## config.mk

```make
export PLATFORM = sky130hd
export DESIGN_NAME = uart_rx
export DESIGN_NICKNAME = d
export VERILOG_FILES = /design/src/rtl/uart_pkg.sv /design/src/rtl/rx_fifo.sv /design/src/rtl/uart_rx.sv
export SDC_FILE = /design/constraint.sdc
export NUM_CORES = 1
export LEC_CHECK = 0
export BUFFER_PORTS_ARGS = -buffer_cell sky130_fd_sc_hd__buf_2
export CORE_ASPECT_RATIO = 1.25
export CORE_MARGIN = 1
export CORE_UTILIZATION = 40
export DETAILED_ROUTE_END_ITERATION = 8
export PLACE_DENSITY = 0.59
export SYNTH_ARGS = -nofsm -noshare
export SYNTH_HDL_FRONTEND = slang
export SYNTH_SLANG_ARGS = --single-unit
```

## constraint.sdc

```tcl
create_clock -name clk -period 10.6 [get_ports clk]
set_clock_uncertainty 0.15 [all_clocks]
set_input_delay 1.06 -clock clk [delete_from_list [all_inputs] [get_ports clk]]
set_output_delay 1.06 -clock clk [all_outputs]
set_load 0.01 [all_outputs]
```

## src/rtl/uart_pkg.sv

```systemverilog
// Shared UART definitions: the receive/transmit state encoding, data width,
// the default bit timing and the memory-mapped register addresses.
package uart_pkg;

    // Frame-level states shared by the receiver and the transmitter
    typedef enum logic [1:0] {
        IDLE  = 2'd0,
        START = 2'd1,
        DATA  = 2'd2,
        STOP  = 2'd3
    } uart_state_e;

    // Payload bits per frame (8N1)
    localparam int UART_DATA_W = 8;

    // 100 MHz system clock at 115200 baud
    localparam int UART_CLKS_PER_BIT_DEF = 868;

    // Core-visible register map
    localparam logic [31:0] UART_TX_ADDR      = 32'hFFFF_FFFC;
    localparam logic [31:0] UART_RX_DATA_ADDR = 32'hFFFF_FFF8;
    localparam logic [31:0] UART_RX_STAT_ADDR = 32'hFFFF_FFF4;

endpackage : uart_pkg

```

## src/rtl/rx_fifo.sv

```systemverilog
// Synchronous show-ahead FIFO. The head word, empty and full are registered
// from next-state values so they change one cycle after the push/pop edge.
// A push into a full FIFO is only accepted when a pop happens in the same cycle;
// otherwise the word is dropped and overflow_o flags it for that cycle.
module rx_fifo #(
    parameter int WIDTH = 8,
    parameter int DEPTH = 16
) (
    input  logic             clk,
    input  logic             rst_n,
    input  logic             push_i,
    input  logic [WIDTH-1:0] wdata_i,
    input  logic             pop_i,
    output logic [WIDTH-1:0] rdata_o,
    output logic             empty_o,
    output logic             full_o,
    output logic             overflow_o
);

    localparam int AW = $clog2(DEPTH);
    localparam int CW = AW + 1;
    localparam logic [AW-1:0] PTR_ONE = AW'(1);
    localparam logic [CW-1:0] CNT_ONE = CW'(1);
    localparam logic [CW-1:0] DEPTH_C = CW'(DEPTH);

    logic [WIDTH-1:0] mem_q [DEPTH];
    logic [AW-1:0]    wr_ptr_q;
    logic [AW-1:0]    wr_ptr_d;
    logic [AW-1:0]    rd_ptr_q;
    logic [AW-1:0]    rd_ptr_d;
    logic [CW-1:0]    count_q;
    logic [CW-1:0]    count_d;
    logic [WIDTH-1:0] head_d;
    logic [WIDTH-1:0] rdata_q;
    logic             empty_q;
    logic             full_q;
    logic             pop_ok_s;
    logic             push_ok_s;

    // Accept/reject decisions, next pointers/count and the next head word
    always_comb begin
        pop_ok_s   = pop_i && (count_q != {CW{1'b0}});
        push_ok_s  = push_i && ((count_q != DEPTH_C) || pop_ok_s);
        overflow_o = push_i && (count_q == DEPTH_C) && !pop_i;

        if (push_ok_s) begin
            wr_ptr_d = wr_ptr_q + PTR_ONE;
        end else begin
            wr_ptr_d = wr_ptr_q;
        end

        if (pop_ok_s) begin
            rd_ptr_d = rd_ptr_q + PTR_ONE;
        end else begin
            rd_ptr_d = rd_ptr_q;
        end

        case ({push_ok_s, pop_ok_s})
            2'b10:   count_d = count_q + CNT_ONE;
            2'b01:   count_d = count_q - CNT_ONE;
            default: count_d = count_q;
        endcase

        // The word being written this cycle becomes the head when it lands
        // in the slot the read pointer is about to point at.
        if (count_d == {CW{1'b0}}) begin
            head_d = {WIDTH{1'b0}};
        end else if (push_ok_s && (wr_ptr_q == rd_ptr_d)) begin
            head_d = wdata_i;
        end else begin
            head_d = mem_q[rd_ptr_d];
        end
    end

    // Storage array write; contents are only ever exposed through head_d
    always_ff @(posedge clk) begin
        if (push_ok_s) begin
            mem_q[wr_ptr_q] <= wdata_i;
        end
    end

    // Pointer, count and registered status/head update
    always_ff @(posedge clk or negedge rst_n) begin
        if (!rst_n) begin
            wr_ptr_q <= {AW{1'b0}};
            rd_ptr_q <= {AW{1'b0}};
            count_q  <= {CW{1'b0}};
            rdata_q  <= {WIDTH{1'b0}};
            empty_q  <= 1'b1;
            full_q   <= 1'b0;
        end else begin
            wr_ptr_q <= wr_ptr_d;
            rd_ptr_q <= rd_ptr_d;
            count_q  <= count_d;
            rdata_q  <= head_d;
            empty_q  <= (count_d == {CW{1'b0}});
            full_q   <= (count_d == DEPTH_C);
        end
    end

    assign rdata_o = rdata_q;
    assign empty_o = empty_q;
    assign full_o  = full_q;

endmodule : rx_fifo

```

## src/rtl/uart_rx.sv

```systemverilog
// 8N1 UART receiver. The serial line is double-flopped, a frame FSM finds the
// middle of the start bit and then samples each following bit one bit period
// apart. Completed bytes go into a show-ahead FIFO drained by the core;
// framing and overrun errors are sticky until errClr.
module uart_rx
    import uart_pkg::*;
#(
    parameter int CLKS_PER_BIT = UART_CLKS_PER_BIT_DEF,
    parameter int FIFO_DEPTH   = 16
) (
    input  logic                   clk,
    input  logic                   rst,
    input  logic                   sIn,
    input  logic                   dataRen,
    input  logic                   errClr,
    output logic [UART_DATA_W-1:0] data,
    output logic                   fifoEmpty,
    output logic                   fifoFull,
    output logic                   frameErr,
    output logic                   overrun
);

    localparam int CW = $clog2(CLKS_PER_BIT);
    localparam logic [CW-1:0] CYC_ZERO = {CW{1'b0}};
    localparam logic [CW-1:0] CYC_ONE  = CW'(1);
    localparam logic [CW-1:0] CYC_HALF = CW'(CLKS_PER_BIT / 2 - 1);
    localparam logic [CW-1:0] CYC_LAST = CW'(CLKS_PER_BIT - 1);

    logic [1:0]             sync_q;
    logic                   rx_s;
    uart_state_e            state_q;
    logic [CW-1:0]          cyc_q;
    logic [2:0]             bit_q;
    logic [UART_DATA_W-1:0] shift_q;
    logic                   frame_err_q;
    logic                   overrun_q;
    logic                   stop_sample_s;
    logic                   push_s;
    logic                   ferr_set_s;
    logic                   fifo_ovf_s;

    // Two-flop synchronizer; resets to the idle (high) line level
    always_ff @(posedge clk or negedge rst) begin
        if (!rst) begin
            sync_q <= 2'b11;
        end else begin
            sync_q <= {sync_q[0], sIn};
        end
    end

    assign rx_s = sync_q[1];

    // Frame FSM: start detect, mid-start check, data bit sampling, stop bit
    always_ff @(posedge clk or negedge rst) begin
        if (!rst) begin
            state_q <= IDLE;
            cyc_q   <= CYC_ZERO;
            bit_q   <= 3'd0;
            shift_q <= {UART_DATA_W{1'b0}};
        end else begin
            case (state_q)
                IDLE: begin
                    cyc_q <= CYC_ZERO;
                    if (!rx_s) begin
                        state_q <= START;
                    end else begin
                        state_q <= IDLE;
                    end
                end
                START: begin
                    if (cyc_q == CYC_HALF) begin
                        cyc_q <= CYC_ZERO;
                        bit_q <= 3'd0;
                        // A line that is high again by mid start bit was a glitch
                        if (!rx_s) begin
                            state_q <= DATA;
                        end else begin
                            state_q <= IDLE;
                        end
                    end else begin
                        cyc_q <= cyc_q + CYC_ONE;
                    end
                end
                DATA: begin
                    if (cyc_q == CYC_LAST) begin
                        cyc_q          <= CYC_ZERO;
                        shift_q[bit_q] <= rx_s;
                        if (bit_q == 3'd7) begin
                            state_q <= STOP;
                        end else begin
                            bit_q <= bit_q + 3'd1;
                        end
                    end else begin
                        cyc_q <= cyc_q + CYC_ONE;
                    end
                end
                STOP: begin
                    // The stop bit itself is evaluated combinationally below;
                    // the FSM only has to return to IDLE at the sample point.
                    if (cyc_q == CYC_LAST) begin
                        cyc_q   <= CYC_ZERO;
                        state_q <= IDLE;
                    end else begin
                        cyc_q <= cyc_q + CYC_ONE;
                    end
                end
                default: begin
                    cyc_q   <= CYC_ZERO;
                    state_q <= IDLE;
                end
            endcase
        end
    end

    // The byte is pushed in the same cycle the stop bit is sampled
    always_comb begin
        stop_sample_s = (state_q == STOP) && (cyc_q == CYC_LAST);
        push_s        = stop_sample_s && rx_s;
        ferr_set_s    = stop_sample_s && !rx_s;
    end

    rx_fifo #(
        .WIDTH (UART_DATA_W),
        .DEPTH (FIFO_DEPTH)
    ) u_rx_fifo (
        .clk        (clk),
        .rst_n      (rst),
        .push_i     (push_s),
        .wdata_i    (shift_q),
        .pop_i      (dataRen),
        .rdata_o    (data),
        .empty_o    (fifoEmpty),
        .full_o     (fifoFull),
        .overflow_o (fifo_ovf_s)
    );

    // Sticky error flags; a set event in the same cycle as errClr wins
    always_ff @(posedge clk or negedge rst) begin
        if (!rst) begin
            frame_err_q <= 1'b0;
            overrun_q   <= 1'b0;
        end else begin
            if (ferr_set_s) begin
                frame_err_q <= 1'b1;
            end else if (errClr) begin
                frame_err_q <= 1'b0;
            end else begin
                frame_err_q <= frame_err_q;
            end

            if (fifo_ovf_s) begin
                overrun_q <= 1'b1;
            end else if (errClr) begin
                overrun_q <= 1'b0;
            end else begin
                overrun_q <= overrun_q;
            end
        end
    end

    assign frameErr = frame_err_q;
    assign overrun  = overrun_q;

endmodule : uart_rx

```

* Word-level counts from Yosys, hierarchy flattened
Memory sizes are Yosys's and may differ from the RTL's. Cells that the tools add are included.
Operators by class: reductions and logical operators 22, equality and inequality tests 17, order comparisons 2, $add $sub $neg 6, multiplexer cells 26
Operator list (number):
- one-hot mux 10 bit (3 select lines) | 1
- two-way mux 10 bit | 2
- two-way mux 8 bit | 2
- adder 10 x 1 -> 10 bit, second input constant | 1
- == test 10 bit, second input constant | 1
- == test 10 x 9 -> 1 bit, second input constant | 1
- == test 5 bit, second input constant | 2
- two-way mux 2 bit | 5
- != test 2 bit, second input constant | 5
- one-hot mux 5 bit (2 select lines) | 1
- logical AND 1 bit | 9
- two-way mux 3 bit | 3
- adder 4 x 1 -> 4 bit, second input constant | 2
- bitwise mux 8 bit | 1
- one-hot mux 2 bit (4 select lines) | 1
- AND reduction 4 bit | 2
- two-way mux 1 bit | 7
- == test 2 bit, second input constant | 3
- one-hot mux 3 bit (2 select lines) | 1
- nonzero test 2 bit | 3
- adder 5 x 1 -> 5 bit, second input constant | 1
- logical NOT 5 bit | 1
- != test 5 bit, second input constant | 1
- nonzero test 5 bit | 1
- other kinds (14) | 16
Storage, ports and cells: word-level logic and storage cells 87, memories 1, register bits after elaboration 50, output and inout port bits 12, input port bits 5, RAM bits 128
Memory list:
- u_rx_fifo.mem_q | words 16, width 8, rd ports 1, clocked after Yosys merged registers in 0, wr ports 1, line rx_fifo.sv:26 | logic [WIDTH-1:0] mem_q [DEPTH];

* Logic depth before layout (Yosys ltp)
depth in word-level cells 8, mapped depth 14, gate-level depth less buffers 12

* Cells and area by module
A second synthesis with hierarchy kept.
Second synthesis, totals: cells, all modules 618, area total of the unflattened synthesis 8913.5 µm²
Modules (own cells, without submodules):
- rx_fifo | instances 1, cells an instance 500, area an instance 7584.8 µm²
- uart_rx | instances 1, cells an instance 118, area an instance 1328.8 µm²

* Least setup slack after synthesis
Ideal clock, no wire load.
path kind input to register, start point input port dataRen, end point register u_rx_fifo.rdata_q[0] (netlist: u_rx_fifo.rdata_o[0]), setup time 0.120 ns, path slack 6.600 ns, stages on the path 13, arrival 3.729 ns, buffers on the path 3, cells stage by stage clkbuf_1 > a21boi_0 > clkbuf_1 > nand2_1 > inv_1 > ha_1 > nand2b_1 > a2111oi_0 > a211oi_1 > nor4_1 > nand2b_1 > clkbuf_1 > o211a_1
On the way: word-level cells in the longest chain between the ends 7
Ends and longest elaborated chain:
- from (decl) | line uart_rx.sv:14 | input logic dataRen,
- logical AND 1 bit (*) | line rx_fifo.sv:42 | pop_ok_s = pop_i && (count_q != {CW{1'b0}});
- parallel branches: the longest is 5 deep, another holds memory (16 x 8 bit)
- two-way mux 8 bit (*) | line rx_fifo.sv:66 | if (count_d == {CW{1'b0}}) begin
- via u_rx_fifo.head_d[0] | line rx_fifo.sv:33 | logic [WIDTH-1:0] head_d;
- to (signal assigned) | line rx_fifo.sv:88 | rdata_q <= {WIDTH{1'b0}};
- to (decl) | line rx_fifo.sv:34 | logic [WIDTH-1:0] rdata_q;
Mark *: on every way through the listed nets, which the timed path passes. A chain may end at the register's enable or synchronous reset.

* Worst setup path after layout
start point register cyc_q[3], end point register u_rx_fifo.rdata_q[3] (netlist: u_rx_fifo.rdata_o[3])
On the way: word-level cells in the longest chain between the ends 8
Ends and longest elaborated chain:
- from (decl) | line uart_rx.sv:32 | logic [CW-1:0] cyc_q;
- from (signal assigned) | line uart_rx.sv:81 | cyc_q <= cyc_q + CYC_ONE;
- from (signal assigned) | line uart_rx.sv:94 | cyc_q <= cyc_q + CYC_ONE;
- from (signal assigned) | line uart_rx.sv:104 | cyc_q <= cyc_q + CYC_ONE;
- == test 10 bit (*) | line uart_rx.sv:117 | stop_sample_s = (state_q == STOP) && (cyc_q == CYC_LAST);
- logical AND 1 bit (*) | line uart_rx.sv:117
- logical AND 1 bit (*) | line uart_rx.sv:118 | push_s = stop_sample_s && rx_s;
- logical AND 1 bit (*) | line rx_fifo.sv:43 | push_ok_s = push_i && ((count_q != DEPTH_C) || pop_ok_s);
- == test 2 x 1 -> 1 bit or == test 2 bit (tied branches) | line rx_fifo.sv:58 | case ({push_ok_s, pop_ok_s})
- one-hot mux 5 bit (2 select lines) | line rx_fifo.sv:58
- logical NOT 5 bit | line rx_fifo.sv:66
- two-way mux 8 bit (*) | line rx_fifo.sv:66
- via u_rx_fifo.head_d[3] | line rx_fifo.sv:33
Mark *: on every way through the listed nets, which the timed path passes. The rest lies on a longest branch.

==> run summary <==
Reg-to-reg slack, setup = 6.35 ns
Fin crit period = 4.25 ns
CTS tree = built
Mapped Cells = 636
LEAKAGE = 3.66 nW
Initial antenna violation count = 0
Slew headroom = 40.0%
EDFF count, synth = 128
Core Box Area = 21,000 sq um
Critical path peak fanout = 9
Setup CP Type = flip-flop to flip-flop
Hold EP = sync_q[1]$_DFF_PN1_
Area growth from synthesis to layout = 11.1%
DRT iter0 DRCs = 456
First-pass GRT wire length = 30,800 um
Setup WS pre-CTS = 6.14 ns
DR vias = 5,392
Die Ht = 166 um
Register area share after synthesis = 59.3%
GRT Total Usage = 18.6%
Post-route DRC = 0
Ant diodes = 0
Mean Syn Cell Area = 13.5 sq um
Worst Setup Slack, final = 6.35 ns
Routed Antenna Nets = 0
Clk buf depth = 2
Post-Route Setup TNS = 0 ns
Dominant synthesized flop cell = edfxtp_1
H-tree depth = 4
R2R Path End = u_rx_fifo.rdata_o[3]$_DFF_PN0_
Vias in the first global route = 5,424
WHS Path Cells = 0
Vias per cell = 5.78
Fin. Hold Viols = 0
Clk Latency, worst-skew pair = 0.43 ns
Post-CTS Setup Inserts = 0
# resized after CTS = 0
Initial core utilization = 41.0%
CP startpoint kind = flip-flop
Placer Congestion = 0.851
Clk sinks = 178
MaxCap Viol Count = 0
Crit share post-route = 40.1%
Peak VDD IR = 0.000158 V
Cts bufs inserted = 17
Crit. End Element = flip-flop
Worst-Margin Slew = 0.896 ns
IO Pins = 17
Reg2Reg Depth = 11
Post-Syn Area = 8600 sq um
Number of synthesis warnings = 0
Fin nets = 662
Required time worst endpoint = 10.76 ns
Clock Tree Root = clkbuf_16
Die Area = 22,100 sq um
DRT Pass-1 Iters = 5
Share of layout cells above drive strength 1 = 18.5%
Arr. time, crit path = 4.41 ns
Reg-to-reg startpoint = cyc_q[3]$_DFF_PN0_
Fmax = 235 MHz
Setup Viol. Count Final = 0
Hold Startpoint = sync_q[0]$_DFF_PN1_
Total detailed-routing wirelength = 19,600 um
Die width = 133 um
Synthesized net count = 652
RSZ-0062 raised after global routing = no
Total grt overflow = 0
# rows = 59
DR WL/cell = 21.0 um
PwrDens = 222 nW/um^2
Largest net degree at the start of global routing = 51
Ys async rst share = 28.1%
Pins Over Slew Limit = 0
Dpl hpwl = 12,600 um
Register bit total from synthesis = 178
Cts-stage hold buffer count = 0
Worst Hold Class = flip-flop to flip-flop
Clock transition at the registers of the reported paths = 0.06 ns
Outcome = finished clean
Post-synth cell types = 54
Port Buf Inserts = 16
[layer usage]
layer  global-route usage (%)  wire length [um]  share of wire, %  vias to the layer above
met2                     32.6             10200                52                      143
li1                         -                 -                 -                     2488
met1                     23.7              8510                43                     2744
met3                     2.72               668               3.4                       17
met5                        0                 0                 0                        -
met4                     5.58               197               1.0                        0
[worst max-delay path by stage]
stage	startpoint	endpoint	slack, ns	cells past startpoint
2_1_floorplan	dataRen	u_rx_fifo.rdata_o[0]$_DFF_PN0_	6.60	13
3_3_place_gp	dataRen	u_rx_fifo.rdata_o[6]$_DFF_PN0_	6.31	12
3_5_place_dp	dataRen	u_rx_fifo.rdata_o[3]$_DFF_PN0_	6.14	12
4_1_cts	cyc_q[3]$_DFF_PN0_	u_rx_fifo.rdata_o[3]$_DFF_PN0_	6.43	11
5_1_grt	cyc_q[2]$_DFF_PN0_	u_rx_fifo.rdata_o[3]$_DFF_PN0_	6.09	11
6_report	cyc_q[3]$_DFF_PN0_	u_rx_fifo.rdata_o[3]$_DFF_PN0_	6.35	11
[area by class of cell]
| type | count | area (sq um) |
|---|---|---|
| fill | 1842 | 11400 |
| sequential | 178 | 5100 |
| multi-input combinational | 402 | 3260 |
| clock buffer | 19 | 433 |
| tap | 274 | 343 |
| timing repair buffer | 32 | 200 |
| clock inverter | 13 | 156 |
| inverter | 15 | 56.3 |
[synth_stat cells, drive strengths merged (2+ instances only)]
cell    count  area [sq um]
xor2        6          71.3
o211ai      4          43.8
and4        2          17.5
nor4        6          37.5
nor3       19          95.1
dfrtp      47          1180
o22ai      18           113
clkbuf     27           101
nand2      58           218
xnor2      17           149
nor2b       3          18.8
a21oi      19          95.1
or3         2          12.5
dfstp       3          78.8
nor2       41           154
nand2b      6          37.5
ha         11           138
a31oi      12          75.1
nand3      15          90.1
o221ai     18           158
nand4b      2          17.5
a311o       2          20.0
buf        14          81.3
mux2       10           113
edfxtp    128          3840
inv        15          56.3
o211a       7          70.1
a211oi      2          15.0
nand4       4          25.0
or4         4          33.8
o21ai      34           170
mux4       40           901
o32ai       2          17.5
and2        2          12.5
mux2i      25           250
[critical path, stage by stage (launching register included)]
cell       delay [ns]
dfrtp_1          0.41
or3b_1           0.47
or4_1            0.68
nand2_1          0.22
inv_1            0.13
ha_1             0.39
nand2b_1         0.20
a2111oi_0        0.46
a211oi_1         0.10
nor4_1           0.35
nand2b_1         0.34
o211a_1          0.22
[stage by stage]
step | util (%) | hold WS [ns] | instance area (sq um) | instances | power (W)
floorplan | - | 0.195 | 8600 | 636 | 0.00134
global placement | 42.7 | 0.196 | 8960 | 901 | 0.00150
detailed placement | 42.7 | 0.197 | 8960 | 901 | 0.00151
CTS | 45.6 | 0.207 | 9550 | 933 | 0.00214
global route | 45.6 | 0.209 | 9550 | 933 | 0.00222
finish | 45.6 | 0.206 | 9550 | 933 | 0.00212
[cells by family after synthesis]
kind of cell | count (synthesis) | synth area share (%)
buffers and inverters | 56 | 2.78
adders and majority gates | 11 | 1.60
xor gates and xnor gates | 23 | 2.56
DFF | 178 | 59.3
and+or+nand+nor | 168 | 9.34
AOI/OAI and AO/OA | 125 | 9.71
muxes | 75 | 14.7
[sequential cells by signal, indices dropped and copies added, names as in the netlist, named ones only]
name                flops
u_rx_fifo.mem_q       128
cyc_q                  10
shift_q                 8
u_rx_fifo.rdata_o       8
u_rx_fifo.count_q       5
u_rx_fifo.rd_ptr_q      4
u_rx_fifo.wr_ptr_q      4
bit_q                   3
sync_q                  2
frameErr                1
overrun                 1
state_q                 1
u_rx_fifo.empty_o       1
u_rx_fifo.full_o        1
[placed cells by master (no fill, tap or decap), types with 3 or more instances in the layout]
cell type,Yosys,routed
nor2_1,41,41
nor2b_1,3,3
nand2_1,58,58
nand3_2,3,3
mux2i_1,25,25
clkinv_2,0,3
o21ai_1,2,3
xor2_1,5,5
nand4_1,4,4
mux2_2,10,10
nor4_1,6,6
ha_1,11,11
o221ai_1,18,18
edfxtp_1,128,128
nand3_1,12,12
xnor2_1,17,17
inv_1,14,14
dfstp_2,3,3
or4_1,3,3
clkbuf_16,0,17
a31oi_1,12,12
o211ai_1,3,3
inv_6,0,4
o21ai_0,32,31
nor3_1,19,19
buf_4,0,16
buf_2,5,16
o211a_1,7,7
mux4_2,40,40
dfrtp_1,47,46
nand2b_1,6,6
a21oi_1,19,19
bufinv_16,0,3
o22ai_1,18,18
[report_power, final]
group          switching (W)  total [W]  internal [W]  leakage [nW]
Sequential         0.0000349   0.000809      0.000774          2.13
Clock               0.000258   0.000629      0.000371         0.291
Combinational       0.000407   0.000681      0.000274          1.23
Power figures use the tool's default switching activity.
